File: src/rtl/fetch_stage.sv
// Instruction fetch stage with IF/ID pipeline register.
// Single outstanding imem request; a one-entry hold buffer absorbs a response while decode is stalled.
module fetch_stage #(
    parameter logic [31:0] RESET_PC  = 32'h0000_0000,
    parameter logic [31:0] NOP_INSTR = 32'h0000_0013
) (
    input  logic        clk,
    input  logic        rst,
    output logic        imem_req,
    output logic [31:0] imem_addr,
    input  logic        imem_ready,
    input  logic        imem_rvalid,
    input  logic [31:0] imem_rdata,
    input  logic        stall,
    input  logic        redirect,
    input  logic [31:0] redirect_pc,
    output logic        if_valid,
    output logic [31:0] if_instr,
    output logic [31:0] if_pc,
    output logic [31:0] if_pc_plus4,
    output logic [6:0]  if_opcode,
    output logic [2:0]  if_f3
);

    typedef enum logic [1:0] {
        S_REQ   = 2'd0,
        S_WAIT  = 2'd1,
        S_HOLD  = 2'd2,
        S_DRAIN = 2'd3
    } state_t;

    state_t      state, state_n;
    logic [31:0] pc, pc_n;
    logic [31:0] hold_instr, hold_instr_n;
    logic [31:0] hold_pc, hold_pc_n;
    logic        valid_n;
    logic [31:0] instr_n;
    logic [31:0] ifpc_n;
    logic        load_ok;
    logic        unused_redirect_lsbs;

    // Redirect targets are word aligned; the low bits are dropped by design.
    assign unused_redirect_lsbs = ^redirect_pc[1:0];

    assign load_ok     = ~if_valid | ~stall;
    assign imem_req    = (state == S_REQ) & ~rst;
    assign imem_addr   = pc;
    assign if_pc_plus4 = if_pc + 32'd4;
    assign if_opcode   = if_instr[6:0];
    assign if_f3       = if_instr[14:12];

    always_comb begin
        state_n      = state;
        pc_n         = pc;
        hold_instr_n = hold_instr;
        hold_pc_n    = hold_pc;
        valid_n      = if_valid & stall;
        instr_n      = (if_valid & stall) ? if_instr : NOP_INSTR;
        ifpc_n       = if_pc;

        if (redirect) begin
            pc_n         = {redirect_pc[31:2], 2'b00};
            valid_n      = 1'b0;
            instr_n      = NOP_INSTR;
            hold_instr_n = NOP_INSTR;
            hold_pc_n    = '0;
            // A request already accepted by memory must have its response drained.
            unique case (state)
                S_REQ:   state_n = imem_ready  ? S_DRAIN : S_REQ;
                S_WAIT:  state_n = imem_rvalid ? S_REQ   : S_DRAIN;
                S_HOLD:  state_n = S_REQ;
                S_DRAIN: state_n = S_DRAIN;
                default: state_n = S_REQ;
            endcase
        end else begin
            unique case (state)
                S_REQ: begin
                    if (imem_ready) state_n = S_WAIT;
                end
                S_WAIT: begin
                    if (imem_rvalid) begin
                        pc_n = pc + 32'd4;
                        if (load_ok) begin
                            valid_n = 1'b1;
                            instr_n = imem_rdata;
                            ifpc_n  = pc;
                            state_n = S_REQ;
                        end else begin
                            hold_instr_n = imem_rdata;
                            hold_pc_n    = pc;
                            state_n      = S_HOLD;
                        end
                    end
                end
                S_HOLD: begin
                    if (load_ok) begin
                        valid_n = 1'b1;
                        instr_n = hold_instr;
                        ifpc_n  = hold_pc;
                        state_n = S_REQ;
                    end
                end
                S_DRAIN: begin
                    if (imem_rvalid) state_n = S_REQ;
                end
                default: state_n = S_REQ;
            endcase
        end
    end

    always_ff @(posedge clk or posedge rst) begin
        if (rst) begin
            state      <= S_REQ;
            pc         <= RESET_PC;
            hold_instr <= NOP_INSTR;
            hold_pc    <= '0;
            if_valid   <= 1'b0;
            if_instr   <= NOP_INSTR;
            if_pc      <= RESET_PC;
        end else begin
            state      <= state_n;
            pc         <= pc_n;
            hold_instr <= hold_instr_n;
            hold_pc    <= hold_pc_n;
            if_valid   <= valid_n;
            if_instr   <= instr_n;
            if_pc      <= ifpc_n;
        end
    end

endmodule

File: config.mk
export PLATFORM = sky130hd
export DESIGN_NAME = fetch_stage
export DESIGN_NICKNAME = d
export VERILOG_FILES = /design/src/rtl/fetch_stage.sv
export SDC_FILE = /design/constraint.sdc
export NUM_CORES = 1
export LEC_CHECK = 0
export ABC_AREA = 1
export ABC_CLOCK_PERIOD_IN_PS = 8720
export CAP_MARGIN = 5
export CORE_ASPECT_RATIO = 0.75
export CORE_MARGIN = 3
export CORE_UTILIZATION = 55
export DETAILED_ROUTE_END_ITERATION = 10
export PLACE_DENSITY = 0.95
export SYNTH_ARGS = -nofsm -noshare
export SYNTH_HDL_FRONTEND = slang
export SYNTH_SLANG_ARGS = --single-unit
File: constraint.sdc
create_clock -name clk -period 8.72 [get_ports clk]
set_input_delay 1.744 -clock clk [delete_from_list [all_inputs] [get_ports clk]]
set_output_delay 1.744 -clock clk [all_outputs]
set_load 0.01 [all_outputs]
==> impl_metrics.toml <==
[sta]
hold_viol = 0
rsz0062_at_grt = "false"
setup_tns_ps = 0
worst_pin_slew_ps = 1090
period_share_pct = 53.3
maxSlewHeadroom_pct = 26.9
skew_ps = 8.64
finalMaxSlewViolations = 0
setup_violations = 0
fin_crit_ps = 4650
hold_ws_ps = 499
max_freq_ghz = 0.215

[yosys]
ys_seq_elements = 159
syn_area_um2 = 8950
netlist-cell-type-count = 43
synth-seq-area-share_pct = 44.6
yosys.area.top_type = "dfrtp_1"
synthArstFlopShare_pct = 100
synth-edff-count = 0
ys.flop_type = "dfrtp_1"
ys_warn_count = 0
synth.top_cell.area_share_pct = 42.8
avgSynthCellArea_um2 = 7.56
yosys-top-cells-area = "dfrtp_1 (43%), nand2_1 (14%), inv_1 (6.3%), o21ai_0 (6.0%), a21oi_1 (3.7%)"
synth_cells = 1183

[detailed_routing]
vias = 8750
post-route-drc-count = 0
antenna_left = 0
via_per_inst = 5.59
drtIter0Drc = 929
first_pass_iters = 5
wl_per_cell_um = 17.1
wirelength_um = 26700

[power_and_ir_drop]
p_leak_nw = 4.94
total_power_mw = 2.98
pwr-share-clk_pct = 24.3
power_per_cell_area_nw_per_um2 = 260
swShare_pct = 39.7
vdd_drop_max_mv = 0.163
internal-power_mw = 1.80
power_switching_mw = 1.19
power_frac_seq_pct = 34.8
p_comb_share_pct = 40.9

[placement]
portBuffers = 205
gp_congestion = 0.915
place_hpwl_um = 19200

[cells_and_area]
layout_common_cells = "nand2_1 (331), clkdlybuf4s50_1 (204), dfrtp_1 (153)"
final_common_cell = "nand2_1"
nets = 1424
drive_gt1_share_pct = 6.54
syn2layout_area_growth_pct = 28.5

[floorplan]
core_area_um2 = 15600
num_rows = 39
ioPinCount = 210
die_w_um = 153
die_y_um = 116
start_util_pct = 57.5
dieArea_um2 = 17800

[global_route]
grt_pass1_vias = 8340
grt.total_usage_pct = 29.9
grt_max_degree = 93
grt_pass1_wl_um = 42800
overflow = 0
antenna_found_initial = 1

[critical_path]
critical_path.max_fanout = 2
cp-start-kind = "input port"
cp.arrival_ps = 2910
cp-end-kind = "output pin"
crit_type = "input port to output pin"
required_ps = 6980

[run]
drv_cap = 0

[worst_hold_path]
hp-class = "flip-flop to flip-flop"

[cts]
clockBufferDepth = 2
clk_pin_slew_ps = 70
clock-root-buffer = "clkbuf_16"
insertion_delay_ps = 430
cts_buffers = 17
cts_tree = "done"
cts.sinks = 159
htreeDepth = 4
cts_hold_buf = 0
cts.repair.resized = 0
post_cts.repair.setup_buffers = 0

[status]
status = "finished, final reports clean"
[flip-flops by register name, summed over array words and instances, names as in the netlist]
name        count
hold_instr     32
if_instr       32
hold_pc        31
if_pc          31
imem_addr      30
state           2
if_valid        1
[synthesized netlist by cell type (14+ instances only)]
cell / instances
nand2_1: 331
dfrtp_1: 153
inv_1: 150
o21ai_0: 108
nor2_1: 77
a21oi_1: 67
nand3_1: 65
o22ai_1: 30
buf_2: 25
buf_4: 21
xor2_1: 20
o21ai_1: 16
clkbuf_1: 14
[area by class of cell]
type,instances,area (um2)
diodes,1,2.50
repair buffers,214,2120
flip-flops and latches,159,3990
inverters,154,583
clock buffers,19,443
well taps,205,256
multi-input cells,801,3980
fillers,1165,4070
clock inverters,13,129
[metrics by stage]
step,setup WS (ps),std cells,util (%),area (um2)
2_1_floorplan,2690,1184,-,8950
6_report,4070,1566,73.9,11500
5_1_grt,4020,1566,73.9,11500
4_1_cts,4070,1564,73.8,11500
3_3_place_gp,4080,1532,70.1,10900
3_5_place_dp,4080,1532,70.1,10900
[layer usage]
metal	vias up	wire length (um)	track usage, %
met5	-	0	0
met4	0	526	10.3
met3	44	2610	6.44
met2	461	11900	45.8
met1	4096	11700	42.7
li1	4149	-	-
[cells by family after synthesis]
| kind of cell | Yosys count | synth area share (%) |
|---|---|---|
| AND/OR/NAND/NOR | 512 | 23.9 |
| AO/OA/AOI/OAI | 259 | 17.3 |
| adder cells (fa/ha/maj) | 7 | 0.979 |
| other | 1 | 0.0419 |
| XOR/XNOR | 20 | 1.96 |
| flip-flops | 159 | 44.6 |
| multiplexers | 1 | 0.126 |
| buffers and inverters | 224 | 11.1 |
[power groups by stage]
| stage | Sequential, mW | Combinational (mW) | Clock [mW] |
|---|---|---|---|
| after floorplan | 1.05 | 0.624 | 0 |
| after global placement | 1.04 | 1.16 | 0 |
| after detailed placement | 1.05 | 1.19 | 0 |
| after CTS | 1.03 | 1.20 | 0.732 |
| after global routing | 1.06 | 1.33 | 0.766 |
| final | 1.04 | 1.22 | 0.724 |
[worst max-delay path, stage by stage]
cell and delay (ps):
clkdlybuf4s50_1 490, nor2_1 130, clkdlybuf4s50_1 540
[path summary, 6_finish.rpt]
check | start | end | slack [ps] | depth (start not counted)
setup / recovery | rst | imem_req | 4070 | 3
min in group asynchronous | rst | if_instr[2]$_DFF_PP0_ | 1910 | 2
max in group asynchronous | rst | if_pc[25]$_DFFE_PP0P_ | 5460 | 3
setup reg to reg | state[1]$_DFFE_PP0P_ | hold_pc[28]$_DFFE_PP0P_ | 5960 | 6
hold / removal | hold_instr[0]$_DFFE_PP1P_ | if_instr[0]$_DFF_PP1_ | 500 | 2
hold reg to reg | hold_instr[0]$_DFFE_PP1P_ | if_instr[0]$_DFF_PP1_ | 500 | 2
No activity file was read; power rests on OpenSTA's default activity.
